==> src/rtl/prim_pad_wrapper_pkg.sv <==
// Pad primitive types shared by the pad wrappers and the pinmux.
// Latency: n/a (types only).
// Backpressure: n/a.
package prim_pad_wrapper_pkg;

  // Electrical flavour of a pad cell.
  typedef enum logic {
    BidirStd = 1'b0,
    BidirOd  = 1'b1
  } pad_type_e;

endpackage

==> src/rtl/pinmux_pkg.sv <==
// Pinmux shared types: per-pad attribute word and pad-sequencer state encoding.
// Latency: n/a (types only).
// Backpressure: n/a.
package pinmux_pkg;

  // Attribute word applied to one pad; pad_type sits in the MSB.
  typedef struct packed {
    prim_pad_wrapper_pkg::pad_type_e pad_type;
    logic                            pull_en;
    logic                            pull_sel;
    logic [1:0]                      drive;
  } pad_attr_t;

  typedef enum logic [2:0] {
    IDLE,
    SCAN,
    ISOLATE,
    APPLY,
    SETTLE,
    DONE
  } pad_seq_state_e;

endpackage

==> src/rtl/pinmux_settle_timer.sv <==
// Settle timer: counts the isolation window before and after a pad attribute change.
// Latency: load sets the count to Cycles; lastCycle is high in the Cycles-th cycle after load.
// Backpressure: none; load may be asserted at any time and restarts the window.
module pinmux_settle_timer #(
  parameter int Cycles = 4
) (
  input  logic clk_i,
  input  logic rst_ni,
  input  logic load,
  output logic lastCycle
);

  localparam int CntW = $clog2(Cycles + 1);

  logic [CntW-1:0] cnt;

  // Load on window entry, otherwise count down and hold at zero.
  always_ff @(posedge clk_i or negedge rst_ni) begin
    if (!rst_ni) begin
      cnt <= '0;
    end else if (load) begin
      cnt <= CntW'(Cycles);
    end else if (cnt != '0) begin
      cnt <= cnt - 1'b1;
    end
  end

  // A count of one means the current cycle closes the window.
  assign lastCycle = (cnt <= CntW'(1));

endmodule

==> src/rtl/pinmux_pad_attr_sequencer.sv <==
// Pad-attribute sequencer: shadows per-pad attributes and applies dirty pads one at a time under isolation.
// Latency: each dirty pad costs 2*SettleCycles+2 cycles; a run adds one scan and one done cycle.
// Backpressure: none; commit is dropped while busy, shadow writes are accepted in every state.
module pinmux_pad_attr_sequencer
  import pinmux_pkg::*;
#(
  parameter int        NumPads      = 8,
  parameter int        SettleCycles = 4,
  parameter pad_attr_t ResetAttr    = '0,
  localparam int       IdxW         = (NumPads > 1) ? $clog2(NumPads) : 1
) (
  input  logic                      clk_i,
  input  logic                      rst_ni,
  input  logic                      shadow_we_i,
  input  logic [IdxW-1:0]           shadow_idx_i,
  input  pad_attr_t                 shadow_attr_i,
  input  logic                      commit_i,
  output logic                      busy_o,
  output logic                      done_o,
  output logic [NumPads-1:0]        iso_o,
  output pad_attr_t [NumPads-1:0]   attr_o
);

  if (SettleCycles < 1) begin : gBadSettle
    $error("SettleCycles must be at least 1");
  end
  if (NumPads < 1) begin : gBadPads
    $error("NumPads must be at least 1");
  end

  pad_seq_state_e            state;
  pad_attr_t [NumPads-1:0]   shadow;
  logic [NumPads-1:0]        dirty;
  logic [IdxW-1:0]           cur;
  logic [IdxW-1:0]           lowIdx;
  logic                      anyDirty;
  logic                      idxOk;
  logic                      timerLoad;
  logic                      lastCycle;

  // Priority encoder: lowest-numbered dirty pad wins.
  always_comb begin
    anyDirty = |dirty;
    lowIdx   = '0;
    for (int i = NumPads - 1; i >= 0; i--) begin
      if (dirty[i]) lowIdx = IdxW'(i);
    end
  end

  assign idxOk     = (32'(shadow_idx_i) < NumPads);
  assign timerLoad = ((state == SCAN) && anyDirty) || (state == APPLY);

  pinmux_settle_timer #(
    .Cycles(SettleCycles)
  ) uSettleTimer (
    .clk_i    (clk_i),
    .rst_ni   (rst_ni),
    .load     (timerLoad),
    .lastCycle(lastCycle)
  );

  // Shadow bank, dirty flags and applied attributes; a same-cycle write beats the apply-clear.
  always_ff @(posedge clk_i or negedge rst_ni) begin
    if (!rst_ni) begin
      shadow <= {NumPads{ResetAttr}};
      attr_o <= {NumPads{ResetAttr}};
      dirty  <= '0;
    end else begin
      if (state == APPLY) begin
        attr_o[cur] <= shadow[cur];
        dirty[cur]  <= 1'b0;
      end
      if (shadow_we_i && idxOk) begin
        shadow[shadow_idx_i] <= shadow_attr_i;
        dirty[shadow_idx_i]  <= 1'b1;
      end
    end
  end

  // Sequencer FSM with registered busy/done/isolation outputs.
  always_ff @(posedge clk_i or negedge rst_ni) begin
    if (!rst_ni) begin
      state  <= IDLE;
      cur    <= '0;
      busy_o <= 1'b0;
      done_o <= 1'b0;
      iso_o  <= '0;
    end else begin
      done_o <= 1'b0;
      case (state)
        IDLE: begin
          if (commit_i) begin
            state  <= SCAN;
            busy_o <= 1'b1;
          end
        end
        SCAN: begin
          if (anyDirty) begin
            state <= ISOLATE;
            cur   <= lowIdx;
            iso_o <= NumPads'(1) << lowIdx;
          end else begin
            state  <= DONE;
            done_o <= 1'b1;
          end
        end
        ISOLATE: begin
          if (lastCycle) state <= APPLY;
        end
        APPLY: begin
          state <= SETTLE;
        end
        SETTLE: begin
          if (lastCycle) begin
            state <= SCAN;
            iso_o <= '0;
          end
        end
        DONE: begin
          state  <= IDLE;
          busy_o <= 1'b0;
        end
        default: begin
          state <= IDLE;
        end
      endcase
    end
  end

endmodule

==> config.mk <==
export PLATFORM = sky130hd
export DESIGN_NAME = pinmux_pad_attr_sequencer
export DESIGN_NICKNAME = d
export VERILOG_FILES = /design/src/rtl/prim_pad_wrapper_pkg.sv /design/src/rtl/pinmux_pkg.sv /design/src/rtl/pinmux_settle_timer.sv /design/src/rtl/pinmux_pad_attr_sequencer.sv
export SDC_FILE = /design/constraint.sdc
export NUM_CORES = 1
export LEC_CHECK = 0
export ABC_AREA = 1
export CAP_MARGIN = 25
export CORE_ASPECT_RATIO = 1.25
export CORE_MARGIN = 5
export CORE_UTILIZATION = 45
export DETAILED_ROUTE_END_ITERATION = 8
export GPL_TIMING_DRIVEN = 0
export HOLD_SLACK_MARGIN = 0.12
export PLACE_DENSITY = 0.73
export SLEW_MARGIN = 20
export SYNTH_ARGS = -nofsm -noshare
export SYNTH_HDL_FRONTEND = slang
export SYNTH_SLANG_ARGS = --single-unit
==> constraint.sdc <==
create_clock -name clk_i -period 1.25 [get_ports clk_i]
set_input_delay 0.3125 -clock clk_i [delete_from_list [all_inputs] [get_ports clk_i]]
set_output_delay 0.3125 -clock clk_i [all_outputs]
set_load 0.005 [all_outputs]
==> results.yml, run 1 <==
sta:
  hold_slack_ps: 322
  timing_hold_violations_final: 0
  maxClockFrequency_ghz: 0.660
  rsz0062_at_grt: "yes"
  clock_skew_ps: 6.78
  tns_ps: -12530
  period_share_pct: 121
  setup_viol: 65
  finalWorstSetupSlack_ps: -265
  tightest_slew_ps: 411
  slew_violations: 0
  slew_headroom_pct: 72.6
  fin_crit_ps: 1520
yosys:
  postSynthCellCount: 507
  mappedNetlistNets: 522
  synth-seq-cells: 107
  ys_types: 30
  ys_seq_area_share_pct: 57.3
  synth_area_sq_um: 4670
  yosys_warnings: 0
  syn_area_per_cell_sq_um: 9.21
floorplan:
  std_cell_rows: 41
  die_x_um: 101
  die_h_um: 124
  core_region_area_sq_um: 10100
  die-area_sq_um: 12500
  start_util_pct: 46.2
  ios: 62
clock_tree:
  insertion_delay_ps: 350
  cts_buffers: 9
  clockBufferDepth: 2
  clkTransAtPathRegs_ps: 70
  htreeDepth: 3
  cts-root-buf: "clkbuf_16"
  cts_tree: "yes"
  clock-sinks: 107
grt:
  grt_pass1_vias: 3900
  grt_first_pass_wirelength_mm: 19.0
  grt_overflow: 0
  grt_max_degree: 82
  antenna_found_initial: 0
  grt_usage_pct: 19.4
drt:
  ant_nets: 0
  vias: 4022
  wirelength_mm: 12.3
  drc: 0
  wl_met1_mm: 5.06
  vias_per_cell: 5.16
  wl_met2_mm: 6.48
  wl_per_cell_um: 15.8
  top_layer: "met4"
  met3WireLength_um: 515
  drt_iter0_drc: 198
  drt-pass1-iter-count: 4
placed_design:
  dp_slack_ps: -496
  dpl.hpwl_mm: 7.49
  gp_congestion: 0.856
  numPortBuffers: 61
setup_path:
  cp.arrival_ps: 1750
  crit_required_ps: 1490
  end_kind: "flop"
  crit_type: "reg2reg"
  start_kind: "flop"
  crit_fanout: 10
power_and_ir_drop:
  power.density_nw_per_um2: 1960
  p_leak_nw: 3.30
  p_total_w: 0.0128
  vdd_drop_max_mv: 1.07
run:
  drv_cap: 0
final_layout:
  fillers: 742
  drive_gt1_share_pct: 41.9
  fin_nets: 661
  final_common_cell: "nand2_1"
  n_antenna_cell: 0
  syn_to_final_growth_pct: 40.4
  mostFrequentLayoutCells: "115 x nand2_1, 102 x dfrtp_1, 52 x buf_4, 44 x buf_2, 39 x o21ai_1"
  multi_input_area_sq_um: 2040
  final-seq-area_sq_um: 2680
min_path:
  hp-class: "in2reg"
status:
  violations: "setup timing"
  outcome: "complete, but fails checks"
==> synthesized netlist by cell type, drive strengths merged <==
cell | count | area (sq um)
a21oi | 6 | 30.0
a32o | 1 | 10.0
and2 | 1 | 6.26
buf | 13 | 86.3
clkbuf | 7 | 26.3
dfrtp | 107 | 2680
ha | 3 | 37.5
inv | 38 | 143
nand2 | 147 | 557
nand3 | 19 | 100
nand4 | 3 | 18.8
nor2 | 35 | 208
o2111ai | 1 | 8.76
o211ai | 9 | 72.6
o21ai | 107 | 622
o21bai | 1 | 7.51
or2 | 8 | 50.1
xor2 | 1 | 8.76
==> power by group <==
| group | switching [W] | internal [W] |
|---|---|---|
| Clock | 0.00127 | 0.00153 |
| Sequential | 0.000513 | 0.00422 |
| Combinational | 0.00285 | 0.00246 |
==> layout make-up <==
class | count | area share, %
inverters | 38 | 2.29
multi-input cells | 342 | 31.1
clock inverters | 4 | 0.496
flip-flops and latches | 107 | 41.0
plain buffers | 18 | 3.09
clock buffers | 12 | 4.07
repair buffers | 130 | 15.6
well taps | 129 | 2.46
==> sequential cells by signal, indices dropped and copies added, names as in the netlist <==
name	count
shadow	40
state	3
dirty	8
cur	3
busy_o	1
uSettleTimer.cnt	3
iso_o	8
attr_o	40
done_o	1
==> what timing repair did <==
action | CTS | global route
setup buffers | 37 | 22
endpoints found under the setup margin | 153 | 107
hold endpoints to repair | 26 | 0
resized for setup | 246 | 111
hold buffers | 1 | 0
pin swaps | 17 | 24
cloned | 1 | 7
==> worst max-delay path: stages, from the launching register on <==
cell      delay [ps]
dfrtp_1          400
buf_6            150
buf_8            140
or2_1            220
o211ai_2          70
nand2_2          110
nor2_8           220
o21ai_2           80
==> through the flow <==
stage               cells  cell area, sq um  util [%]
finish                780              6550      64.9
global route          780              6550      64.9
global placement      697              5460      54.0
detailed placement    698              5490      54.3
CTS                   751              6090      60.3
floorplan             507              4680         -
==> worst paths after layout <==
check,cells past startpoint,endpoint,startpoint,slack (ps)
worst max-delay path,7,attr_o[26]$_DFFE_PN0P_,cur[0]$_DFFE_PN0P_,-270
worst min-delay path,3,dirty[7]$_DFF_PN0_,shadow_we_i,320
worst max register to register,7,attr_o[26]$_DFFE_PN0P_,cur[0]$_DFFE_PN0P_,-270
worst min register to register,2,shadow[1]$_DFFE_PN0P_,shadow[1]$_DFFE_PN0P_,480
max in group asynchronous,3,attr_o[27]$_DFFE_PN0P_,rst_ni,180
min in group asynchronous,2,shadow[3]$_DFFE_PN0P_,rst_ni,400
==> cells by family after synthesis <==
family                   share of synthesized area, %
buffers and inverters                            5.47
XOR/XNOR                                        0.188
flip-flops                                       57.3
AND/OR/NAND/NOR                                  20.1
AO/OA/AOI/OAI                                    16.1
adder cells (fa/ha/maj)                         0.804
==> metal layers <==
metal | vias to the layer above | global-route usage, %
li1 | 1946 | -
met1 | 1970 | 24.3
met2 | 84 | 33.2
met3 | 22 | 3.14
met4 | 0 | 8.56
met5 | - | 0
Note: power is estimated with default switching activity, not from simulation.
==> run 2, diff against run 1 <==
--- a/config.mk
+++ b/config.mk
@@ -11,7 +11,6 @@
 export CORE_MARGIN = 5
 export CORE_UTILIZATION = 45
 export DETAILED_ROUTE_END_ITERATION = 8
-export GPL_TIMING_DRIVEN = 0
 export HOLD_SLACK_MARGIN = 0.12
 export PLACE_DENSITY = 0.73
 export SLEW_MARGIN = 20
==> run 2 against run 1 <==
The run still ends with setup timing left. Design area is 4.6% higher. Fmax is essentially flat. Core utilization grew 3.0 points. Critical path type unchanged. First-iteration DRC count unchanged.
==> results.yml, run 2 (synthesis results as in run 1) <==
placed_design:
  dp_slack_ps: -405
  dpl.hpwl_mm: 7.92
  dp_cells: 730
  gp_congestion: 0.844
  numPortBuffers: 61
setup_path:
  end_kind: "flop"
  crit_chain: "buf_12 > inv_8 > buf_6 > o211ai_1 > nand2_2 > nor2_8 > o21ai_2"
  start_kind: "flop"
  critPathMaxStageDelay_ps: 400
  cp.arrival_ps: 1750
  cp_slowest_cell: "dfrtp_2"
  crit_required_ps: 1480
  crit_type: "reg2reg"
  crit_fanout: 9
status:
  violations: "setup timing"
  outcome: "complete, but fails checks"
clock_tree:
  insertion_delay_ps: 350
  clock-sinks: 107
  cts_buffers: 9
  htreeDepth: 3
  clockBufferDepth: 2
  clkTransAtPathRegs_ps: 70
  cts_tree: "yes"
  cts-root-buf: "clkbuf_16"
floorplan:
  std_cell_rows: 41
  ios: 62
  die_h_um: 124
  core_region_area_sq_um: 10100
  start_util_pct: 46.2
  die_x_um: 101
  die-area_sq_um: 12500
sta:
  finalWorstSetupSlack_ps: -264
  slew_headroom_pct: 75.4
  maxClockFrequency_ghz: 0.660
  hold_slack_ps: 417
  clock_skew_ps: 9.04
  slew_violations: 0
  setup_viol: 66
  tightest_slew_ps: 369
  timing_hold_violations_final: 0
  fin_crit_ps: 1510
  period_share_pct: 121
  rsz0062_at_grt: "yes"
final_layout:
  mostFrequentLayoutCells: "107 x nand2_1, 104 x dfrtp_1, 75 x buf_4, 44 x o21ai_0, 41 x o21ai_2"
  fin_util_pct: 67.8
  final_common_cell: "nand2_1"
  final_cells: 805
  n_antenna_cell: 0
  syn_to_final_growth_pct: 46.8
  reg_top3: "attr_o x40, shadow x40"
  fin_nets: 686
  drive_gt1_share_pct: 47.2
grt:
  grt_first_pass_wirelength_mm: 20.5
  grt_usage_pct: 21.2
  grt_overflow: 0
  grt_max_degree: 30
  antenna_found_initial: 0
  grt_pass1_vias: 4221
power_and_ir_drop:
  vdd_drop_max_mv: 0.872
  power.density_nw_per_um2: 1950
  p_leak_nw: 3.47
drt:
  wirelength_mm: 13.4
  drc: 0
  ant_nets: 0
  drt-pass1-iter-count: 5
  drt_iter0_drc: 198
  vias_per_cell: 5.29
  vias: 4260
  wl_per_cell_um: 16.7
min_path:
  hp-class: "in2async"
run:
  drv_cap: 0
## run 2: changes by cell type in the layout (fill, tap and decap cells not counted), moves of 4 or more
| cell | previous run | this run |
|---|---|---|
| buf_2 | 44 | 33 |
| nor2_2 | 3 | 7 |
| o21ai_2 | 33 | 41 |
| clkbuf_2 | 8 | 20 |
| o21ai_1 | 39 | 21 |
| buf_4 | 52 | 75 |
| o21ai_0 | 34 | 44 |
| nand2_4 | 6 | 13 |
| nor2_1 | 16 | 10 |
| nand2_1 | 115 | 107 |
| buf_12 | 4 | 9 |
## run 2: final timing paths
| kind | from | to | slack, ps | depth (start not counted) |
|---|---|---|---|---|
| hold reg to reg | attr_o[39]$_DFFE_PN0P_ | attr_o[39]$_DFFE_PN0P_ | 480 | 2 |
| setup / recovery | cur[0]$_DFFE_PN0P_ | attr_o[21]$_DFFE_PN0P_ | -260 | 7 |
| min in group clk_i | shadow_idx_i[2] | dirty[2]$_DFF_PN0_ | 470 | 4 |
| hold / removal | rst_ni | shadow[5]$_DFFE_PN0P_ | 420 | 2 |
| setup reg to reg | cur[0]$_DFFE_PN0P_ | attr_o[21]$_DFFE_PN0P_ | -260 | 7 |
| max in group asynchronous | rst_ni | iso_o[5]$_DFFE_PN0P_ | 320 | 3 |
## run 2: per-layer routing
| metal | track usage [%] | up-vias | wire, um | part of all wire, % |
|---|---|---|---|---|
| met2 | 37.1 | 111 | 7210 | 54 |
| met3 | 3.98 | 28 | 650 | 4.8 |
| met5 | 0 | - | 0 | 0 |
| met4 | 8.98 | 0 | 345 | 2.6 |
| li1 | - | 2000 | - | - |
| met1 | 25.3 | 2121 | 5210 | 39 |
## run 2: cell type report
cell class,count,area (sq um)
Inverter,38,150
Timing Repair Buffer,172,1400
Fill cell,735,3250
Clock inverter,5,61.3
Sequential cell,107,2680
Clock buffer,11,233
Tap cell,129,161
Multi-Input combinational cell,343,2170
## run 2: worst max-delay path, delay by kind of cell (launching register included)
| kind | cells | cell delay (ps) |
|---|---|---|
| flops | 1 | 400 |
| buf+inv | 3 | 300 |
| compound gates | 2 | 310 |
| simple gates | 2 | 380 |
## run 2: power by group
| part | internal, W | switching (W) | total, W |
|---|---|---|---|
| clock network | 0.00157 | 0.00129 | 0.00286 |
| logic | 0.00267 | 0.00314 | 0.00581 |
| registers | 0.00421 | 0.000493 | 0.00470 |
| total | 0.00846 | 0.00492 | 0.0134 |
## run 2: repair_timing
item / 4_1_cts / 5_1_grt
setup endpoints to repair: 129 / 114
endpoints found under the hold margin: 20 / 0
setup buffers: 34 / 19
resized for setup: 238 / 106
pin swaps: 24 / 28
gates cloned: 4 / 4
hold buffers: 1 / 0
## run 2: metrics by stage
step,setup TNS (ps),area (sq um),power [W]
6_report,-12360,6850,0.0134
5_1_grt,-16150,6850,0.0141
4_1_cts,-12070,6550,0.0127
3_5_place_dp,-28330,5810,0.00895
3_3_place_gp,-24890,5810,0.00879
2_1_floorplan,-854,4680,0.00696
